`config.mk`:
```
export PLATFORM = sky130hd
export DESIGN_NAME = axis_pattern_gen
export DESIGN_NICKNAME = d
export VERILOG_FILES = /design/src/rtl/axis_pattern_gen.sv
export SDC_FILE = /design/constraint.sdc
export NUM_CORES = 1
export LEC_CHECK = 0
export CORE_MARGIN = 2
export CORE_UTILIZATION = 45
export CTS_CLUSTER_SIZE = 40
export DETAILED_ROUTE_END_ITERATION = 6
export GPL_TIMING_DRIVEN = 1
export HOLD_SLACK_MARGIN = 0.1
export PLACE_DENSITY = 0.65
export SYNTH_ARGS = -nofsm -noshare
export SYNTH_HDL_FRONTEND = slang
export SYNTH_SLANG_ARGS = --single-unit
export TNS_END_PERCENT = 10
```
`constraint.sdc`:
```
create_clock -name clk -period 3.94 [get_ports clk]
set_input_delay 0.788 -clock clk [delete_from_list [all_inputs] [get_ports clk]]
set_output_delay 0.788 -clock clk [all_outputs]
set_load 0.01 [all_outputs]
```
`src/rtl/axis_pattern_gen.sv`:
```
// axis_pattern_gen
// AXI4-Stream master that generates packetised test traffic (for example for
// DMA card-to-host bring-up) with a start/stop/busy/done control handshake.
//
// Parameters:
//   DATA_WIDTH - tdata width in bits (multiple of 8, 8..512)
//   LEN_WIDTH  - width of pkt_len
//   GAP_WIDTH  - width of gap
//
// Ports:
//   clk, resetn          - clock and synchronous active-low reset
//   start, stop          - run request (sampled in IDLE) / abort at packet boundary
//   mode                 - 0 word counter, 1 byte-lane ramp, 2 constant, 3 PRBS
//   pkt_len, num_pkts    - beats per packet (0 illegal), packets per run (0 = continuous)
//   gap                  - idle cycles between packets
//   seed                 - initial pattern value
//   m_axis_*             - AXI4-Stream master (tdata/tvalid/tlast out, tready in)
//   busy, done           - run in progress / one-cycle end-of-run pulse
//
// Build option:
//   AXIS_PATTERN_GEN_PRBS_EN - when defined, mode 3 is a 32-bit Galois LFSR;
//                              otherwise mode 3 behaves as mode 0.
module axis_pattern_gen #(
  parameter int DATA_WIDTH = 32,
  parameter int LEN_WIDTH  = 16,
  parameter int GAP_WIDTH  = 8
) (
  input  logic                  clk,
  input  logic                  resetn,
  input  logic                  start,
  input  logic                  stop,
  input  logic [1:0]            mode,
  input  logic [LEN_WIDTH-1:0]  pkt_len,
  input  logic [15:0]           num_pkts,
  input  logic [GAP_WIDTH-1:0]  gap,
  input  logic [DATA_WIDTH-1:0] seed,
  output logic [DATA_WIDTH-1:0] m_axis_tdata,
  output logic                  m_axis_tvalid,
  output logic                  m_axis_tlast,
  input  logic                  m_axis_tready,
  output logic                  busy,
  output logic                  done
);

  typedef enum logic [1:0] {IDLE, SEND, GAP} state_t;

  localparam logic [LEN_WIDTH-1:0]  LEN_ONE  = LEN_WIDTH'(1);
  localparam logic [GAP_WIDTH-1:0]  GAP_ONE  = GAP_WIDTH'(1);
  localparam logic [15:0]           PKT_ONE  = 16'd1;
  localparam logic [DATA_WIDTH-1:0] PAT_ONE  = DATA_WIDTH'(1);
  localparam logic [DATA_WIDTH-1:0] PAT_BYTES = DATA_WIDTH'(DATA_WIDTH / 8);

  state_t                state_q, state_d;
  logic [DATA_WIDTH-1:0] tdata_q, tdata_d;
  logic                  tvalid_q, tvalid_d;
  logic                  tlast_q, tlast_d;
  logic                  busy_q, busy_d;
  logic                  done_q, done_d;
  logic [LEN_WIDTH-1:0]  beatCnt_q, beatCnt_d;
  logic [15:0]           pktCnt_q, pktCnt_d;
  logic [GAP_WIDTH-1:0]  gapCnt_q, gapCnt_d;
  logic [1:0]            mode_q, mode_d;
  logic [LEN_WIDTH-1:0]  pktLen_q, pktLen_d;
  logic [15:0]           numPkts_q, numPkts_d;
  logic [GAP_WIDTH-1:0]  gap_q, gap_d;
  logic [DATA_WIDTH-1:0] seed_q, seed_d;
  // Word counter in mode 0/3-fallback; in mode 1 its low byte is the ramp base.
  logic [DATA_WIDTH-1:0] pat_q, pat_d;
  logic [DATA_WIDTH-1:0] patNext;
  logic                  stopPend_q, stopPend_d;
  logic                  stopNow;

  // Data word for the counter/ramp/constant modes.
  function automatic logic [DATA_WIDTH-1:0] dataOf(input logic [1:0] m,
                                                   input logic [DATA_WIDTH-1:0] pat,
                                                   input logic [DATA_WIDTH-1:0] sd);
    logic [DATA_WIDTH-1:0] r;
    case (m)
      2'd1: begin
        r = '0;
        for (int i = 0; i < DATA_WIDTH / 8; i++) begin
          r[i*8 +: 8] = pat[7:0] + 8'(i);
        end
      end
      2'd2:    r = sd;
      default: r = pat;
    endcase
    return r;
  endfunction

`ifdef AXIS_PATTERN_GEN_PRBS_EN
  localparam logic [31:0] LFSR_POLY = 32'h80200003;

  logic [31:0] lfsr_q, lfsr_d;
  logic [31:0] seed32, lfsrInit, lfsrAdv;

  // Narrow buses zero-extend the seed into the 32-bit LFSR.
  if (DATA_WIDTH >= 32) begin : gSeedWide
    assign seed32 = seed[31:0];
  end else begin : gSeedNarrow
    assign seed32 = {{(32 - DATA_WIDTH){1'b0}}, seed};
  end

  // An all-zero LFSR would lock up, so a zero seed starts at 1.
  assign lfsrInit = (seed32 == 32'd0) ? 32'd1 : seed32;
  assign lfsrAdv  = (lfsr_q >> 1) ^ (lfsr_q[0] ? LFSR_POLY : 32'd0);

  function automatic logic [DATA_WIDTH-1:0] lfsrRep(input logic [31:0] s);
    logic [DATA_WIDTH-1:0] r;
    for (int i = 0; i < DATA_WIDTH; i++) begin
      r[i] = s[i % 32];
    end
    return r;
  endfunction
`endif

  // Mode 1 moves the ramp base by the number of byte lanes; other modes step by one.
  assign patNext = pat_q + ((mode_q == 2'd1) ? PAT_BYTES : PAT_ONE);
  assign stopNow = stopPend_q | stop;

  // Next-state logic: run control, beat/packet/gap counting and pattern advance.
  always_comb begin
    state_d    = state_q;
    tdata_d    = tdata_q;
    tvalid_d   = tvalid_q;
    tlast_d    = tlast_q;
    busy_d     = busy_q;
    done_d     = 1'b0;
    beatCnt_d  = beatCnt_q;
    pktCnt_d   = pktCnt_q;
    gapCnt_d   = gapCnt_q;
    mode_d     = mode_q;
    pktLen_d   = pktLen_q;
    numPkts_d  = numPkts_q;
    gap_d      = gap_q;
    seed_d     = seed_q;
    pat_d      = pat_q;
    stopPend_d = stopPend_q;
`ifdef AXIS_PATTERN_GEN_PRBS_EN
    lfsr_d     = lfsr_q;
`endif

    case (state_q)
      IDLE: begin
        stopPend_d = 1'b0;
        if (start && (pkt_len != '0)) begin
          state_d    = SEND;
          mode_d     = mode;
          pktLen_d   = pkt_len;
          numPkts_d  = num_pkts;
          gap_d      = gap;
          seed_d     = seed;
          pat_d      = seed;
          beatCnt_d  = '0;
          pktCnt_d   = '0;
          gapCnt_d   = '0;
          tvalid_d   = 1'b1;
          tlast_d    = (pkt_len == LEN_ONE);
          busy_d     = 1'b1;
          // A stop arriving together with start limits the run to one packet.
          stopPend_d = stop;
          tdata_d    = dataOf(mode, seed, seed);
`ifdef AXIS_PATTERN_GEN_PRBS_EN
          lfsr_d     = lfsrInit;
          if (mode == 2'd3) tdata_d = lfsrRep(lfsrInit);
`endif
        end
      end

      SEND: begin
        stopPend_d = stopNow;
        if (tvalid_q && m_axis_tready) begin
          pat_d   = patNext;
          tdata_d = dataOf(mode_q, patNext, seed_q);
`ifdef AXIS_PATTERN_GEN_PRBS_EN
          lfsr_d  = lfsrAdv;
          if (mode_q == 2'd3) tdata_d = lfsrRep(lfsrAdv);
`endif
          if (tlast_q) begin
            if (((numPkts_q != '0) && ((pktCnt_q + PKT_ONE) == numPkts_q)) || stopNow) begin
              state_d    = IDLE;
              tvalid_d   = 1'b0;
              tlast_d    = 1'b0;
              busy_d     = 1'b0;
              done_d     = 1'b1;
              stopPend_d = 1'b0;
            end else begin
              beatCnt_d = '0;
              pktCnt_d  = pktCnt_q + PKT_ONE;
              if (gap_q == '0) begin
                tlast_d = (pktLen_q == LEN_ONE);
              end else begin
                state_d  = GAP;
                tvalid_d = 1'b0;
                tlast_d  = 1'b0;
                gapCnt_d = '0;
              end
            end
          end else begin
            beatCnt_d = beatCnt_q + LEN_ONE;
            tlast_d   = ((beatCnt_q + LEN_ONE) == (pktLen_q - LEN_ONE));
          end
        end
      end

      GAP: begin
        stopPend_d = stopNow;
        if (stopNow) begin
          state_d    = IDLE;
          busy_d     = 1'b0;
          done_d     = 1'b1;
          stopPend_d = 1'b0;
        end else if (gapCnt_q == (gap_q - GAP_ONE)) begin
          state_d  = SEND;
          tvalid_d = 1'b1;
          tlast_d  = (pktLen_q == LEN_ONE);
        end else begin
          gapCnt_d = gapCnt_q + GAP_ONE;
        end
      end

      default: state_d = IDLE;
    endcase
  end

  // State and output registers; reset abandons any packet in flight.
  always_ff @(posedge clk) begin
    if (!resetn) begin
      state_q    <= IDLE;
      tdata_q    <= '0;
      tvalid_q   <= 1'b0;
      tlast_q    <= 1'b0;
      busy_q     <= 1'b0;
      done_q     <= 1'b0;
      beatCnt_q  <= '0;
      pktCnt_q   <= '0;
      gapCnt_q   <= '0;
      mode_q     <= '0;
      pktLen_q   <= '0;
      numPkts_q  <= '0;
      gap_q      <= '0;
      seed_q     <= '0;
      pat_q      <= '0;
      stopPend_q <= 1'b0;
`ifdef AXIS_PATTERN_GEN_PRBS_EN
      lfsr_q     <= '0;
`endif
    end else begin
      state_q    <= state_d;
      tdata_q    <= tdata_d;
      tvalid_q   <= tvalid_d;
      tlast_q    <= tlast_d;
      busy_q     <= busy_d;
      done_q     <= done_d;
      beatCnt_q  <= beatCnt_d;
      pktCnt_q   <= pktCnt_d;
      gapCnt_q   <= gapCnt_d;
      mode_q     <= mode_d;
      pktLen_q   <= pktLen_d;
      numPkts_q  <= numPkts_d;
      gap_q      <= gap_d;
      seed_q     <= seed_d;
      pat_q      <= pat_d;
      stopPend_q <= stopPend_d;
`ifdef AXIS_PATTERN_GEN_PRBS_EN
      lfsr_q     <= lfsr_d;
`endif
    end
  end

  assign m_axis_tdata  = tdata_q;
  assign m_axis_tvalid = tvalid_q;
  assign m_axis_tlast  = tlast_q;
  assign busy          = busy_q;
  assign done          = done_q;

endmodule

```
After elaboration in Yosys (flattened, before gate mapping)
Index checks and enable logic that the tools add are counted. W data, S select, Z words.

Register bits: 185. Bits of input ports: 79. Output and inout bits: 36. Word-level logic and storage cells: 136.

Add/subtract/negate cells: 12. Eq/ne operators: 23. Muxes and demuxes: 65. Bitwise logic cells: 1. Reduce and logical (&&, ||, !) cells: 19.

Operators by type and width (count): $pmux W32 S2 (3); $mux W32 (5); $mux W16 (7); $pmux W16 S2 (2); $mux W8 (7); $add A16 B1 Y16 const B (2); $add A32 B3 Y32 (1); $add A8 B2 Y8 const B (4); $eq A16 B1 Y1 const B (2); $eq A16 B16 Y1 (2); $reduce_bool A16 Y1 (2); $mux W1 (26); $add A8 B1 Y8 const B (3); $pmux W8 S3 (1); $ne A2 B2 Y1 const B (10); $sub A16 B1 Y16 const B (1); $reduce_and A5 Y1 (3); $mux W2 (7); $pmux W1 S3 (4); $ne A3 B3 Y1 const B (3); $eq A8 B8 Y1 (1); $logic_not A8 Y1 (1); $reduce_and A8 Y1 (1); $sub A8 B1 Y8 const B (1); other kinds (16) (21).

Longest topological paths before layout
Depth after elaboration: 8. Gate-level depth with buffers: 14. Depth with buffers taken out: 14.

Worst setup path before layout
Ideal clock, no wire load.

Kind: reg-to-reg. From: register pktCnt_q[1]. To: register busy_q, in the netlist busy. Library setup time: 0.060 ns. Arrival time: 3.164 ns. Data required time: 3.880 ns. Setup slack: 0.716 ns. Cell stages (with the launch flop): 11. Buffers on the path: 1. Clock period less this slack: 3.224 ns. Cells stage by stage: dfxtp_1 -> ha_1 -> xor2_1 -> a221o_1 -> or4b_1 -> or4_1 -> or4_4 -> buf_6 -> and3_4 -> nor4b_2 -> o221a_1.

Word-level cells in the longest chain between the ends: 6.

Ends and longest elaborated chain: start, declared (RTL line 60) `logic [15:0] pktCnt_q, pktCnt_d;`; start signal, assigned (RTL line 256) `pktCnt_q <= pktCnt_d;`; $add A16 B1 Y16 (RTL line 180) `if (((numPkts_q != '0) && ((pktCnt_q + PKT_ONE) == numPkts_q)) || stopNow) begin`; $eq A16 B16 Y1 (RTL line 180); $logic_and A1 B1 Y1 (RTL line 180); $logic_or A1 B1 Y1 (RTL line 180); $ne A2 B2 Y1 (no line); $reduce_and A6 Y1 (no line); end signal, assigned (RTL line 253) `busy_q <= busy_d;`; end, declared (RTL line 57) `logic busy_q, busy_d;`.

Every way passes these cells. A chain may end at the register's enable or synchronous reset.

Worst setup path in the final report
From: register pktCnt_q[0]. To: register gapCnt_q[5].

Word-level cells in the longest chain between the ends: 6.

Ends and longest elaborated chain: $add A16 B1 Y16 (RTL line 180); $eq A16 B16 Y1 (RTL line 180); $logic_and A1 B1 Y1 (RTL line 180); $logic_or A1 B1 Y1 (RTL line 180); $ne A2 B2 Y1 (no line); $reduce_and A8 Y1 (no line); end signal, assigned (RTL line 257) `gapCnt_q <= gapCnt_d;`; end, declared (RTL line 61) `logic [GAP_WIDTH-1:0] gapCnt_q, gapCnt_d;`.

Every way passes these cells.

==> metrics.md <==
| Metric | Value |
|---|---|
| Status | finished, final reports clean |
| CTS tree | done |
| Fin crit period | 3630 ps |
| Yosys Warn Count | 0 |
| Clock slew seen by the registers of the worst setup and hold paths | 70 ps |
| Area grow syn2layout | 18.1% |
| Total GRT Usage | 0.274 |
| Post-layout nets | roughly 1700 |
| CP peak stage delay | 610 ps |
| Routed WL per cell | approximately 19 um |
| Flops & latches, synth | 185 |
| Hold endpoint | seed_q[30] |
| Max Cap Viol | 0 |
| Maximum buffer depth of the clock tree | 2 |
| Main combinational cell family by area after synthesis | simple AND/OR/NAND/NOR gates |
| Static leakage | roughly 0.0048 uW |
| Crit Path Class | reg -> reg |
| Final Cycle Share | 0.922 |
| Worst EP required | about 4300 ps |
| R2R depth | 9 |
| Startpoint types | register |
| IO Port Bufs | ~110 |
| Worst rel slew slack | 0.103 |
| Total core area | roughly 25000 um^2 |
| Antenna violations before repair | 0 |
| Die height | 163 um |
| Post-Syn Area per Cell | roughly 7.4 um^2 |
| Power share of the clock group | 0.223 |
| H-tree levels | 4 |
| Clock Sink Count | 185 |
| VDD IR-drop max | ~0.00049 V |
| HPWL after DPL | between 20000 and 30000 um |
| Crit end category | register |
| Arrival time worst endpoint | roughly 4000 ps |
| Flop pwr share | 0.326 |
| Filler cell count | around 2400 |
| Number of CTS-inserted buffers | 17 |
| Net Count, Synth | ~1700 |
| Xor/xnor cell area share of the yosys netlist | 0.0993 |
| Hold Violations, Final | 0 |
| Routed vias | between 10000 and 15000 |
| Hold Crit Class | reg -> reg |
| R2r endpoint | gapCnt_q[5] |
| Buf+Inv Stages, Crit Path | 0 |
| Placed Area | around 13000 um^2 |
| Pre-CTS setup slack | around 180 ps |
| Yosys cell types | slightly below 80 |
| Sequential share of the synthesized area | 0.324 |
| CP top delay family | simple AND/OR/NAND/NOR gates |
| Post-synthesis compound-gate area fraction | 0.237 |
| Final setup margin | between 300 and 400 ps |
| Worst-margin pin slew | roughly 1300 ps |
| Clock Skews | 15.7 ps |
| Clock root cell | clkbuf_16 |
| Post-synth top area share | 0.324 |
| Min-delay src | seed_q[30] |
| Mux contribution to synthesized area | 0.0135 |
| Number of global-route vias before repair | between 10000 and 15000 |
| Initial Utilization | 0.457 |
| First-pass GRT wire length | around 58000 um |
| Post-Synth Adder-Cell Area | 0.0274 |
| Final setup violation count | 0 |
| Post_cts resized | 0 |
| Count of final max-slew check failures | 0 |
| R2R setup slack | around 310 ps |
| Total Wirelength | around 37000 um |
| WHS Path Cells | 2 |
| Simple-gate portion of the synthesized area | 0.245 |
| Fmax | ~280 MHz |
| CP Depth | 9 |
| Total gr overflow | 0 |
| Post-synth EDFFs | 0 |
| Die area | ~27000 um^2 |
| Post-route cell area | 13500 um^2 |
| Comb pwr share | 0.452 |
| Post-Syn Area | 11400 um^2 |
| Synth Instances | about 1500 |
| Rows | 58 |
| Routed Antenna Nets | 0 |
| Count leader, synth | nand2_1 |
| DRC errors left | 0 |
| Synth area leader | dfxtp_1 |
| Post-synth ARST share | 0 |
| Most common library cells after synthesis | 225 x nand2_1, 195 x a21oi_1, 185 x dfxtp_1 |
| Largest fanout on the critical path | 12 |
| P_sw | 3360 uW |
| Synth top area cells | dfxtp_1 32%, a21oi_1 8.5%, nand2_1 7.4%, xnor2_1 6.1%, nor2_1 4.1% |
| Sw Share | 0.414 |
| Worst-path cell chain | ha_1 > nand3_2 > o21ai_0 > or4b_1 > or4_1 > or4_4 > nor4b_1 > o21ai_2 > o32ai_1 |
| Detailed Routing Iterations Pass 1 | 7 |
| Die Wd | around 160 um |
| Reg2reg start | pktCnt_q[0] |
| Post-CTS Hold Fix Bufs | 0 |
| Post-CTS Setup Bufs | 0 |
| # IOs | ~120 |
| RSZ-0062 raised after global routing | no |
| Largest net degree at the start of global routing | just under 70 |
| Worst-skew pair later-pin latency | between 400 and 500 ps |
| Pint | about 4700 uW |
| DRT iter0 DRCs | about 850 |
| P per Cell Area | ~600 nW/um^2 |
| Setup_tns | 0 ps |
| Slowest-stage cell, CP | or4_4 |
| Most used DFF post-synth | dfxtp_1 |
| Vias per cell | 5.93 |
| Share of cells above drive strength 1 | 0.0648 |
| GPL Wtd Cong | around 0.95 |
## worst register-to-register path, cell delays in order, from the launching register on
cell and delay [ps]:
dfxtp_1 480, ha_1 380, nand3_2 200, o21ai_0 210, or4b_1 450, or4_1 480, or4_4 610, nor4b_1 200
o21ai_2 370, o32ai_1 140
## per-stage QoR
stage               hold WS [ps]  std cells  utilization  power (uW)
floorplan                    434       1547            -        5030
global placement             443       1920        0.516        6240
detailed placement           448       1920        0.516        6300
CTS                          458       1950        0.539        8110
global route                 487       1950        0.539        8610
finish                       456       1951        0.539        8110
## power by group through the flow
stage          Combinational [uW]  Sequential, uW  Clock, uW
4_1_cts                      3650            2630       1830
3_5_place_dp                 3630            2670          0
5_1_grt                      4020            2690       1910
6_report                     3660            2640       1810
3_3_place_gp                 3580            2660          0
2_1_floorplan                2420            2610          0
## metal layers
layer  GRT usage  part of all wire  vias to the layer above
met1       0.364              0.44                     5477
met3      0.0449             0.061                       74
met5           0                 0                        -
li1            -                 -                     5625
met4      0.0917             0.030                        0
met2       0.451              0.47                      390
## cells in the final DEF (no fill, tap or decap), types with 8 or more instances in the layout
master / synthesis / routed
or3_1: 15 / 15
a221oi_1: 14 / 14
nor3_1: 39 / 38
buf_4: 0 / 42
xor2_1: 48 / 48
nor2b_1: 12 / 11
ha_1: 25 / 24
inv_1: 45 / 44
mux2i_1: 12 / 12
a31oi_1: 10 / 10
o21ai_0: 75 / 75
dfxtp_1: 185 / 185
o211ai_1: 11 / 11
nand3_1: 56 / 56
o31ai_1: 11 / 11
nor2_1: 125 / 125
nand4_1: 24 / 24
clkbuf_16: 0 / 17
o21a_1: 8 / 8
a21oi_1: 195 / 195
xnor2_1: 79 / 79
nand2_1: 225 / 224
o22ai_1: 13 / 13
clkdlybuf4s50_1: 0 / 113
a211oi_1: 40 / 40
nor4_1: 30 / 30
and2_1: 10 / 9
## final cells by class
type | count | area [um^2] | share of cell area
Clock buffer | 20 | 447 | 0.0331
Antenna cell | 1 | 2.50 | 0.000185
Multi-Input combinational cell | 1201 | 7130 | 0.528
Timing Repair Buffer | 158 | 1490 | 0.110
Sequential cell | 185 | 3700 | 0.274
Tap cell | 330 | 413 | 0.0306
Inverter | 46 | 175 | 0.0130
Clock inverter | 10 | 145 | 0.0107
## cell families after synthesis
kind of cell	Yosys count
muxes	15
xor gates and xnor gates	128
adders and majority gates	25
buffers and inverters	161
AOI/OAI and AO/OA	440
DFF	185
and+or+nand+nor	593
## worst max-delay path by stage
stage / startpoint / endpoint
finish: pktCnt_q[0] / gapCnt_q[5]
global route: pktCnt_q[0] / gapCnt_q[3]
CTS: pktCnt_q[0] / gapCnt_q[5]
detailed placement: pkt_len[10] / gapCnt_q[7]
global placement: pkt_len[10] / gapCnt_q[2]
floorplan: pktCnt_q[1] / busy
## state kept, by name, summed over array words and instances, names as in the netlist, 16 cells and up
| signal | cells |
|---|---|
| pat_q | 32 |
| pktLen_q | 16 |
| m_axis_tdata | 32 |
| beatCnt_q | 16 |
| numPkts_q | 16 |
| pktCnt_q | 16 |
| seed_q | 32 |
Note: power is estimated with default switching activity, not from simulation.
